**config.mk**
```make
export PLATFORM = sky130hd
export DESIGN_NAME = matrix_stream_loader
export DESIGN_NICKNAME = d
export VERILOG_FILES = /design/src/rtl/matrix_pkg.sv /design/src/rtl/matrix_stream_loader.sv
export SDC_FILE = /design/constraint.sdc
export NUM_CORES = 1
export LEC_CHECK = 0
export BUFFER_PORTS_ARGS = -buffer_cell sky130_fd_sc_hd__buf_4
export CORE_ASPECT_RATIO = 1.75
export CORE_UTILIZATION = 54
export CTS_BUF_LIST = sky130_fd_sc_hd__clkbuf_2 sky130_fd_sc_hd__clkbuf_4 sky130_fd_sc_hd__clkbuf_8
export CTS_CLUSTER_SIZE = 28
export DETAILED_ROUTE_END_ITERATION = 10
export PLACE_DENSITY = 0.82
export SETUP_SLACK_MARGIN = 0.4
export SKIP_CTS_REPAIR_TIMING = 1
export SLEW_MARGIN = 20
export SYNTH_ARGS = -nofsm -noshare
export SYNTH_HDL_FRONTEND = slang
export SYNTH_SLANG_ARGS = --single-unit
```
**constraint.sdc**
```tcl
create_clock -name clk -period 4.95 [get_ports clk]
set_input_delay 0 -clock clk [delete_from_list [all_inputs] [get_ports clk]]
set_output_delay 0 -clock clk [all_outputs]
set_load 0.1 [all_outputs]
```
**src/rtl/matrix_pkg.sv**
```systemverilog
// Shared types and helpers for the matrix stream loader: load-state encoding
// and the element-counter width function.
package matrix_pkg;

    typedef enum logic [1:0] {
        IDLE = 2'd0,
        FILL = 2'd1,
        FULL = 2'd2
    } load_state_e;

    // ceil(log2(n)), at least 1, so a counter can index n slots.
    function automatic int count_width(input int n);
        int w;
        w = 1;
        while ((1 << w) < n) begin
            w = w + 1;
        end
        return w;
    endfunction

endpackage

```
**src/rtl/matrix_stream_loader.sv**
```systemverilog
// Collects a row-major element stream into an NxN matrix and holds it until
// the determinant stage consumes it. Define MATRIX_LOADER_ABORT_EN to add the abort input.
module matrix_stream_loader
    import matrix_pkg::*;
#(
    parameter int DATA_WIDTH  = 16,
    parameter int BIN_POS     = 8,
    parameter int MATRIX_SIZE = 3
) (
    input  logic                                      clk,
    input  logic                                      rst,
`ifdef MATRIX_LOADER_ABORT_EN
    input  logic                                      abort,
`endif
    input  logic [DATA_WIDTH-1:0]                     in_data,
    input  logic                                      in_valid,
    input  logic                                      in_last,
    output logic                                      in_ready,
    output logic [MATRIX_SIZE*MATRIX_SIZE*DATA_WIDTH-1:0] matrix,
    output logic                                      mat_valid,
    input  logic                                      mat_ready,
    output logic                                      err
);

    localparam int NUM_ELEMS = MATRIX_SIZE * MATRIX_SIZE;
    localparam int CW        = count_width(NUM_ELEMS);
    localparam logic [CW-1:0] LAST_IDX = CW'(NUM_ELEMS - 1);

    // BIN_POS only travels with the data; it is sanity-checked, never used in arithmetic.
    if (MATRIX_SIZE < 2 || MATRIX_SIZE > 8 || BIN_POS < 0 || BIN_POS > DATA_WIDTH) begin : g_cfg_check
        $error("matrix_stream_loader: illegal MATRIX_SIZE or BIN_POS");
    end

    load_state_e           state_q, state_d;
    logic [CW-1:0]         count_q, count_d;
    logic                  mat_valid_q, mat_valid_d;
    logic                  err_q, err_d;
    logic [DATA_WIDTH-1:0] mem_q [NUM_ELEMS];
    logic [DATA_WIDTH-1:0] mem_d [NUM_ELEMS];
    logic                  accept;

    // Ready depends on state alone, but is forced low while reset is held.
    assign in_ready  = ~rst & (state_q != FULL);
    assign accept    = in_valid & in_ready;
    assign mat_valid = mat_valid_q;
    assign err       = err_q;

    always_comb begin
        state_d     = state_q;
        count_d     = count_q;
        mat_valid_d = mat_valid_q;
        err_d       = 1'b0;
        mem_d       = mem_q;

        case (state_q)
            IDLE, FILL: begin
                if (accept) begin
                    mem_d[count_q] = in_data;
                    if (count_q == LAST_IDX) begin
                        // A missing in_last still completes the matrix, but is flagged.
                        state_d     = FULL;
                        count_d     = '0;
                        mat_valid_d = 1'b1;
                        err_d       = ~in_last;
                    end else if (in_last) begin
                        state_d = IDLE;
                        count_d = '0;
                        err_d   = 1'b1;
                    end else begin
                        state_d = FILL;
                        count_d = count_q + 1'b1;
                    end
                end
            end
            FULL: begin
                if (mat_ready) begin
                    state_d     = IDLE;
                    count_d     = '0;
                    mat_valid_d = 1'b0;
                end
            end
            default: begin
                state_d     = IDLE;
                count_d     = '0;
                mat_valid_d = 1'b0;
            end
        endcase

`ifdef MATRIX_LOADER_ABORT_EN
        // Abort wins over a same-cycle accept or consume and is not an error.
        if (abort) begin
            state_d     = IDLE;
            count_d     = '0;
            mat_valid_d = 1'b0;
            err_d       = 1'b0;
            mem_d       = mem_q;
        end
`endif
    end

    always_ff @(posedge clk or posedge rst) begin
        if (rst) begin
            state_q     <= IDLE;
            count_q     <= '0;
            mat_valid_q <= 1'b0;
            err_q       <= 1'b0;
            for (int i = 0; i < NUM_ELEMS; i++) begin
                mem_q[i] <= '0;
            end
        end else begin
            state_q     <= state_d;
            count_q     <= count_d;
            mat_valid_q <= mat_valid_d;
            err_q       <= err_d;
            for (int i = 0; i < NUM_ELEMS; i++) begin
                mem_q[i] <= mem_d[i];
            end
        end
    end

    for (genvar gi = 0; gi < NUM_ELEMS; gi++) begin : g_flatten
        assign matrix[gi*DATA_WIDTH +: DATA_WIDTH] = mem_q[gi];
    end

endmodule
```
# Word level (Yosys, flattened, before mapping)
# Cells that the tools add are included.
word_totals:
  ff_bits: 152
  input_bits: 21
  output_inout_bits: 147
  wordCells: 55
classes:
  addsub: 1
  n_lt_le_gt_ge: 2
  n_eq_ne: 7
  n_mux: 21
  bitwise: 5
  reduce_logical: 6
ops:
  columns: ["op", "n"]
  rows:
  - ["$bwmux 144", 1]
  - ["$demux 16 s4", 1]
  - ["$mux 16", 1]
  - ["$mux 4", 4]
  - ["$mux 1", 8]
  - ["$ne 2x2->1 const B", 4]
  - ["$pmux 4 s2", 1]
  - ["$mux 2", 3]
  - ["$ge 5x5->1 const B", 1]
  - ["$lt 5x1->1 const B", 1]
  - ["$not 4->5", 1]
  - ["$add 4x1->4 const B", 1]
  - ["$eq 4x4->1 const B", 1]
  - ["$pmux 2 s2", 1]
  - ["$reduce_and 2->1", 2]
  - ["$reduce_and 3->1", 1]
  - ["$and 1x1->1", 2]
  - ["$eq 2x1->1 const B", 1]
  - ["$eq 2x2->1 const B", 1]
  - ["$logic_not 2->1", 1]
  - ["$not 1->1", 2]
  - ["$pmux 1 s2", 1]
  - ["$reduce_or 2->1", 1]
  - ["$logic_and 1x1->1", 1]

# Longest topological paths before layout
# Gate-level depths: netlist (run 1).
depth:
  ltp_word: 6
  ltp_mapped: 7
  depth_no_buf: 6

# Worst setup path before layout (run 1)
# OpenSTA, ideal clock, no wires.
synth_path:
  kind: "register -> output"
  from: "register state_q[1]"
  to: "output in_ready"
  arrival_time_ns: 2.048
  required_time_ns: 4.950
  slack_ns: 2.902
  stages_incl_launch_ff: 3
  n_path_buf: 1
  path_cell_list: "dfrtp_1 -> buf_6 -> a21oi_1"
synth_between:
  elab_chain_len: 2
synth_lines:
  columns: ["element", "line_no", "text"]
  rows:
  - ["start, declared", "matrix_stream_loader.sv:34", "load_state_e state_q, state_d;"]
  - ["start signal, assigned", "matrix_stream_loader.sv:111", "state_q <= state_d;"]
  - ["$ne 2x2->1", "matrix_stream_loader.sv:43", "assign in_ready = ~rst & (state_q != FULL);"]
  - ["$and 1x1->1", "matrix_stream_loader.sv:43", null]
  - ["end, declared", "matrix_stream_loader.sv:18", "output logic in_ready,"]
# No other way between the ends.

# Worst setup path in the final report (run 1)
layout_path:
  from: "register state_q[1]"
  to: "register mem_q (netlist bit matrix[26])"
layout_between:
  elab_chain_len: 4
  elab_cells_between_ends: 7
  cone_classes: "eq/ne (2); bitwise (2); reduce/logical (3)"
layout_lines:
  columns: ["element", "line_no", "text"]
  rows:
  - ["$ne 2x2->1", "matrix_stream_loader.sv:43", null]
  - ["$and 1x1->1", "matrix_stream_loader.sv:43", null]
  - ["$and 1x1->1", "matrix_stream_loader.sv:44", "assign accept = in_valid & in_ready;"]
  - ["$reduce_and 2->1 (no line) (*)", null, null]
  - ["end signal, assigned by index", "matrix_stream_loader.sv:116", "mem_q[i] <= mem_d[i];"]
  - ["end, declared", "matrix_stream_loader.sv:38", "logic [DATA_WIDTH-1:0] mem_q [NUM_ELEMS];"]
# Every way passes the cells marked *; elsewhere a longest branch is shown, timed or not.
# A chain may end at the register's enable or synchronous reset.

==> summary.txt, run 1 <==
Outcome
  • Outcome: finished, final reports clean

Global route
  • First-pass GRT wire length: 20,800 um
  • Vias in the first global route: roughly 3,800
  • Initial antenna violation count: 0
  • Tot GR Track Use: 0.250
  • Grt total ovfl: 0
  • Largest net degree at the start of global routing: 93

Yosys
  • Post-Synth Adder-Cell Area: 0.0103
  • EDFF count, synth: 0
  • Area leader, netlist: dfrtp_1
  • Top cells by count, synth: dfrtp_1, mux2_2, mux2_4, mux2_1
  • Most common cell in the netlist: dfrtp_1
  • Mapped Nets: 387
  • Ys flop type: dfrtp_1
  • Post-synth top area share: 0.625
  • Synthesis Warnings: 0
  • Synth Area in Compound Gates: 0.00864
  • Mapped Area: 6080 um^2
  • Synth Area in XOR/XNOR: 0
  • Seq/Total Area, Yosys: 0.625
  • Mean Syn Cell Area: 16.8 um^2
  • Main combinational cell family by area after synthesis: multiplexers
  • Synth Register Bits: roughly 150
  • Top post-synthesis cells by area: dfrtp_1, mux2_2, mux2_4, mux2_1, buf_6
  • Post-synth ARST share: 1.00
  • Netlist cell types: 34
  • Synth Area in Simple Gates: 0.0440
  • Cells after Synth: roughly 360
  • Mux share of post-synthesis cell area: 0.282

Clocking
  • H-tree Lvls: 4
  • Clk buf depth: 2
  • Reg clk slew, reported paths: 0.07 ns
  • CTS sink cnt: between 150 and 200
  • Clk Latency, worst-skew pair: 0.43 ns
  • CTS tree: built
  • CTS buffer count: 17
  • CTS Root Cell: clkbuf_8

Layout
  • Fillers: a little under 700
  • Area of the multi-input gates: 2100 um^2
  • Ant diodes: 0
  • Ratio of cells with drive above 1 in the final layout: 0.616
  • Nets@finish: 580
  • Layout overhead on the synthesized area: 31.9%
  • Register area: 3800 um^2

STA
  • Hold Vio Cnt, Final: 0
  • Tmin final: 2.41 ns
  • RSZ-0062 raised after global routing: false
  • Slew HR: 0.306
  • Final Setup Violations: 0
  • Skew final: 0.0134 ns
  • Max frequency: 0.414 GHz
  • Setup TNS: 0 ns
  • Worst Max-Slew Pin Slew: 1.04 ns
  • Final Cycle Share: 0.488
  • Final Max Slew Viols: 0

Floorplan
  • Starting density of the core: 0.562
  • Core area: 10,800 um^2
  • Die Span Y: 142 um
  • Boundary Pins: ~170
  • Full die area: about 12,000 um^2
  • Die Wd: roughly 82 um
  • Row Count: 50

Setup path
  • CP required: 5.26 ns
  • Setup crit end kind: flip-flop
  • Worst-path fanout max: 16
  • Worst r2r src: state_q[1]
  • Crit path DAT: around 2.7 ns
  • Worst setup path class: reg -> reg
  • Crit path launch: state_q[1]
  • Nature of the critical path startpoint: flip-flop

Flow run
  • # Max-Cap Violations: 0

Placed design
  • DP HPWL: 9630 um
  • IO Port Bufs: 167
  • GPL Wtd Cong: 0.827

Min path
  • Hold Path Class: in -> async

Drt
  • DRT Wirelength: 14,100 um
  • Drt wl/cell: about 20 um
  • DRT iter0 DRCs: roughly 140
  • 1st-pass router iterations: 4
  • Residual DRC count: 0
  • Via count: 3,721
  • Vias per cell: 5.35
  • Number of routed nets with antenna violations: 0
==> area by class of cell <==
cell class                      instances  area share
Clock buffer                           22      0.0362
Clock inverter                          8      0.0211
Inverter                                6     0.00343
Multi-Input combinational cell        188       0.262
Sequential cell                       152       0.474
Tap cell                              130      0.0203
Timing Repair Buffer                  189       0.183
==> kinds of logic after synthesis <==
logic type,Yosys count
multiplexers,146
buffers and inverters,21
adder cells (fa/ha/maj),5
AO/OA/AOI/OAI,7
AND/OR/NAND/NOR,30
flip-flops,152
==> layer usage <==
| layer | vias up | wire, um | global-route usage |
|---|---|---|---|
| li1 | 1671 | - | - |
| met1 | 1915 | 5180 | 0.278 |
| met2 | 117 | 8040 | 0.455 |
| met3 | 18 | 599 | 0.0603 |
| met4 | 0 | 235 | 0.0813 |
| met5 | - | 0 | 0 |
==> worst paths after layout <==
path | to | slack, ns | cells after the start
worst max-delay path | matrix[26] | 2.54 | 3
worst min-delay path | err | 0.34 | 3
worst max register to register | matrix[26] | 2.54 | 3
worst min register to register | matrix[54] | 0.49 | 1
max in group asynchronous | matrix[55] | 3.32 | 4
min in group clk | state_q[1] | 0.41 | 5
==> cells in the final DEF, fill, tap and decap left out, types with 8 or more instances in the layout <==
cell           instances
dfrtp_1              152
mux2_4                20
mux2_2               117
clkbuf_8              20
mux2_1                 8
buf_4                169
dlygate4sd3_1         20
==> worst max-delay path, stage by stage (launching register included) <==
cell,delay [ns]
dfrtp_1,0.55
nor3b_4,0.38
and4bb_1,0.94
mux2_2,0.41
==> stage by stage <==
step	hold slack [ns]	setup slack [ns]	util	instances	area, um^2
global placement	0.251	2.63	0.680	645	7360
floorplan	0.132	0.857	-	361	6080
CTS	-0.203	2.52	0.723	675	7820
finish	0.340	2.54	0.741	695	8020
global route	0.397	2.41	0.741	695	8020
detailed placement	0.270	2.53	0.680	645	7360
==> sequential cells by signal (all words and copies together), names as in the netlist <==
name       flops
count_q        4
err            1
mat_valid      1
matrix       144
state_q        2
Power of run 1 is not shown: default switching activity piles up to over one toggle a cycle in this logic, so the estimate is an artifact.
==> run 2, diff against run 1 <==
Settings changed: ABC_AREA from default to 1.
Clock period 4.95 ns to 2.3 ns, I/O delays scaled along.
==> run 2 against run 1 <==
Compared with the run above: the run now ends with hold timing left; wire length grew 21%; highest routed layer unchanged; via count grew 43%; clock skew shrank 0.0028 ns.
==> summary.txt, run 2 <==
Drt
  • Via count: ~5,300
  • Residual DRC count: 0
  • 1st-pass router iterations: 5
  • Drt wl/cell: 16.5 um
  • DRT Wirelength: 17,000 um
  • Number of routed nets with antenna violations: 0
  • DRT iter0 DRCs: 373
  • Vias per cell: 5.16

Power and ir drop
  • Sw frac: 0.559
  • Flop pwr share: 0.302
  • Switching power: 6.86 mW
  • Power Density: 1520 nW/um^2
  • Leak: 4.77 nW
  • Pint: roughly 5.4 mW
  • Combinational Power Share: 0.533
  • Worst IR Drop VDD: between 0.0015 and 0.002 V
  • Clock power share: 0.165

Yosys
  • Netlist cell types: 21
  • Top cells by count, synth: nand2_1, dfrtp_1, nand2_2, clkbuf_1, inv_2
  • Synthesis Warnings: 0
  • Synth Register Bits: 152
  • Area leader, netlist: dfrtp_1
  • Most common cell in the netlist: nand2_1
  • Post-synth top area share: 0.612
  • Mapped Nets: 740
  • Mapped Area: ~6200 um^2
  • Seq/Total Area, Yosys: 0.612
  • Mean Syn Cell Area: 8.71 um^2
  • Top post-synthesis cells by area: dfrtp_1, nand2_1, nand2_2, nor2_8, nor2_4
  • Post-synth ARST share: 1.00
  • Cells after Synth: 714
  • EDFF count, synth: 0
  • Ys flop type: dfrtp_1

Layout
  • Finished Cell Area: 8090 um^2
  • Max reg flops: approximately 140
  • Ratio of cells with drive above 1 in the final layout: 0.275
  • Post-Route Utilization: 0.724
  • Most frequent cells in the layout: nand2_1, buf_4, dfrtp_1, dlygate4sd3_1
  • Layout overhead on the synthesized area: 30.2%
  • Leading cell type in the layout, fill and taps excluded: nand2_1
  • Ant diodes: 0
  • Finished Layout Cells: a little over 1,000
  • Fillers: roughly 830
  • Nets@finish: 912

Floorplan
  • Die Wd: 83.1 um
  • Core area: 11,200 um^2
  • Starting density of the core: 0.557
  • Full die area: 12,000 um^2
  • Row Count: a little over 50
  • Boundary Pins: 168
  • Die Span Y: 144 um

Setup path
  • Setup crit end kind: flip-flop
  • Nature of the critical path startpoint: flip-flop
  • Crit path DAT: 2.21 ns
  • Worst-path fanout max: 16
  • CP required: 2.67 ns
  • Worst setup path class: reg -> reg

STA
  • Setup TNS: 0 ns
  • Final Max Slew Viols: 0
  • Max frequency: approximately 0.54 GHz
  • RSZ-0062 raised after global routing: true
  • Tmin final: roughly 1.8 ns
  • Worst hold slack: -0.0537 ns
  • Final Cycle Share: 0.799
  • Hold Vio Cnt, Final: 3
  • Final Setup Violations: 0
  • Worst Max-Slew Pin Slew: 0.781 ns
  • Skew final: 0.0106 ns
  • Slew HR: 0.480

Outcome
  • Outcome: finished with violations
  • Violated checks: hold timing

Placed design
  • DP HPWL: 12,000 um
  • GPL Wtd Cong: around 0.9
  • Placed cell area: 7480 um^2
  • IO Port Bufs: between 150 and 200
  • Post-Place Cells: slightly below 1,000

Global route
  • First-pass GRT wire length: 26,200 um
  • Tot GR Track Use: 0.289
  • Vias in the first global route: 5,075
  • Grt total ovfl: 0
  • Initial antenna violation count: 0
  • Largest net degree at the start of global routing: 154

Clocking
  • CTS buffer count: 17
  • CTS sink cnt: 152
  • H-tree Lvls: 4
  • CTS tree: built
  • Clk Latency, worst-skew pair: ~0.44 ns
  • CTS Root Cell: clkbuf_8
  • Clk buf depth: 2
  • Reg clk slew, reported paths: approximately 0.080 ns

Min path
  • Hold Path Class: in -> reg

Flow run
  • # Max-Cap Violations: 0
-- run 2: cell count changes after synthesis, moves of 7 or more --
cell	change
mux2_1	-8
mux2_4	-20
nand2_2	+12
clkbuf_1	+16
mux2_2	-117
nand2_1	+448
inv_2	+11
nor2_4	+7
buf_2	+7
-- run 2: cell type report --
type | instances | area (um^2) | area share
inverter | 21 | 82.6 | 0.0102
clock inverter | 13 | 145 | 0.0179
clock buffer | 19 | 262 | 0.0323
multi-input combinational | 505 | 2150 | 0.266
timing repair buffer | 189 | 1480 | 0.183
sequential | 152 | 3800 | 0.470
tap | 132 | 165 | 0.0204
-- run 2: path summary, 6_finish.rpt --
path	from	end	slack [ns]	cells past startpoint
max	state_q[0]	matrix[48]	0.46	8
min	mat_ready	mat_valid	-0.05	4
max reg2reg	state_q[0]	matrix[48]	0.46	8
min reg2reg	matrix[99]	matrix[99]	0.48	2
max in group asynchronous	rst	matrix[57]	1.34	4
min in group asynchronous	rst	count_q[2]	0.39	4
-- run 2: critical path, stage by stage (launching register included) --
cell and delay (ns):
dfrtp_1 0.36, inv_1 0.11, nand2_2 0.09, nand4_2 0.11
buf_4 0.35, inv_2 0.21, nand2_2 0.33, nand2_1 0.12
nand2_1 0.08
-- run 2: power by group through the flow --
stage,clock [mW],combinational [mW],sequential (mW)
4_1_cts,2.05,6.54,3.70
2_1_floorplan,0,0.705,8.15
3_3_place_gp,0,6.45,3.73
3_5_place_dp,0,6.53,3.75
5_1_grt,2.17,6.75,3.77
6_report,2.03,6.54,3.71
-- run 2: metal layers --
metal,global-route usage,vias to the layer above,part of all wire
met1,0.316,2586,0.36
met2,0.527,205,0.56
met4,0.160,0,0.041
met3,0.0528,46,0.047
met5,0,-,0
li1,-,2480,-
-- run 2: stage by stage --
stage,setup WS (ns),total power [mW]
after CTS,0.436,12.3
final,0.463,12.3
after detailed placement,0.483,10.3
after global placement,0.595,10.2
after floorplan,-1.01,8.86
after global routing,0.370,12.7
-- run 2: cells by family after synthesis --
logic type,synth area share
simple gates,0.330
flops,0.612
buf+inv,0.0435
fa+ha+maj,0.0101
compound gates,0.00322
xor+xnor,0.00141
(Power assumes the default switching activity.)
==> run 3, diff against run 2 <==
Settings changed: ABC_AREA 1 to 0, CORE_UTILIZATION 54 to 49, PLACE_DENSITY 0.82 to 0.79.
Clock period 2.3 ns to 1.5 ns, I/O delays scaled along.
==> run 3 against run 2 <==
Compared with the run above: the run ends with setup timing left; via count fell by 22%; wire length grew 5.7%; first-iteration DRC count fell by 61%; global-route usage fell by 4.6 points; non-clock buffer count up 52; clock skew barely moved; sequential share of layout area fell by 8.5 points.
==> summary.txt, run 3 (synthesis gave the netlist of run 1 again) <==
Drt
  • 1st-pass router iterations: 4
  • Via count: 4,145
  • Residual DRC count: 0
  • Number of routed nets with antenna violations: 0
  • DRT Wirelength: 18,000 um
  • DRT iter0 DRCs: 145
  • Vias per cell: ~5.3
  • Drt wl/cell: 22.9 um

Outcome
  • Outcome: finished with violations
  • Violated checks: setup timing

Clocking
  • CTS tree: built
  • CTS sink cnt: between 150 and 200
  • H-tree Lvls: 4
  • Reg clk slew, reported paths: 0.09 ns
  • CTS Root Cell: clkbuf_8
  • Clk buf depth: 2
  • CTS buffer count: 17
  • Clk Latency, worst-skew pair: 0.44 ns

Min path
  • Hold path endpoint: state_q[0]
  • Hold path depth: 4
  • Hold Path Class: in -> reg
  • Startpoint of the worst hold path: in_valid

STA
  • Final Max Slew Viols: 0
  • Slew HR: 0.710
  • Max frequency: around 0.59 GHz
  • Setup TNS: -15.54 ns
  • Final Cycle Share: 1.13
  • Skew final: 0.0109 ns
  • Final Setup Violations: 146
  • Hold Vio Cnt, Final: 0
  • Setup ws final: -0.195 ns
  • Tmin final: 1.70 ns
  • RSZ-0062 raised after global routing: true
  • Worst Max-Slew Pin Slew: 0.435 ns

Global route
  • First-pass GRT wire length: 23,200 um
  • Initial antenna violation count: 0
  • Tot GR Track Use: 0.244
  • Vias in the first global route: approximately 4,100
  • Grt total ovfl: 0
  • Largest net degree at the start of global routing: 85

Setup path
  • Worst-path fanout max: 9
  • Nature of the critical path startpoint: flip-flop
  • Reg-to-reg endpoint: matrix[19]
  • Crit path launch: count_q[1]
  • Worst setup path class: reg -> reg
  • Crit path DAT: approximately 2.0 ns
  • Worst r2r src: count_q[1]
  • FF-to-FF setup slack: -0.20 ns
  • FF-to-FF path depth: 5
  • Setup crit end kind: flip-flop
  • CP required: 1.83 ns

Floorplan
  • Starting density of the core: 0.504
  • Row Count: 53
  • Die Wd: 86.2 um
  • Boundary Pins: about 170
  • Core area: approximately 12,000 um^2
  • Die Span Y: approximately 150 um
  • Full die area: 12,900 um^2

Layout
  • Layout overhead on the synthesized area: 62.8%
  • Most frequent cells in the layout: dfrtp_1, mux2_2, buf_6, buf_12, buf_4
  • Finished Cell Area: 9900 um^2
  • Ratio of cells with drive above 1 in the final layout: 0.693
  • Ant diodes: 0
  • Max reg flops: 144
  • Post-Route Utilization: 0.821
  • Leading cell type in the layout, fill and taps excluded: dfrtp_1
  • Nets@finish: 632

Placed design
  • DP HPWL: 10,700 um
  • GPL Wtd Cong: ~0.85
  • IO Port Bufs: 167
  • Placed cell area: 7840 um^2

Flow run
  • # Max-Cap Violations: 0
## run 3: cell types whose count changed in the layout (fill, tap and decap cells not counted), moves of 6 or more
| cell | change |
|---|---|
| buf_6 | +76 |
| buf_4 | -121 |
| nand2_2 | -19 |
| buf_12 | +53 |
| nor2_4 | -7 |
| inv_1 | -6 |
| inv_2 | -9 |
| mux2_4 | +35 |
| mux2_2 | +110 |
| nand2_1 | -446 |
| buf_8 | +42 |
## run 3: critical path: stages (launching register included)
cell,delay [ns]
dfrtp_2,0.45
inv_2,0.10
ha_1,0.21
and4bb_1,0.28
buf_6,0.22
mux2_4,0.33
## run 3: metal layers
layer / vias to the layer above / wire [um] / GRT usage
met2: 162 / 10300 / 0.425
met3: 43 / 853 / 0.0647
met4: 0 / 635 / 0.102
li1: 1773 / - / -
met5: - / 0 / 0
met1: 2167 / 6210 / 0.279
## run 3: how the worst max path moves through the flow
| stage | endpoint |
|---|---|
| final | matrix[19] |
| after global routing | matrix[19] |
| after CTS | matrix[137] |
| after detailed placement | matrix[134] |
| after global placement | matrix[136] |
| after floorplan | count_q[0] |
## run 3: layout make-up
class                           instances  area [um^2]
Inverter                                6         26.3
Sequential cell                       152         3810
Clock buffer                           19          255
Multi-Input combinational cell        188         2300
Timing Repair Buffer                  241         3170
Clock inverter                         13          134
Tap cell                              165          206
Fill cell                             586         2170
## run 3: metrics by stage
| step | hold WS [ns] | setup WS (ns) | instances |
|---|---|---|---|
| floorplan | 0.0938 | -0.417 | 361 |
| global placement | 0.238 | -0.200 | 715 |
| detailed placement | 0.254 | -0.260 | 715 |
| CTS | -0.237 | -0.271 | 747 |
| global route | 0.0550 | -0.236 | 784 |
| finish | 0.0400 | -0.195 | 784 |
Power of run 3 is left out for the same reason.
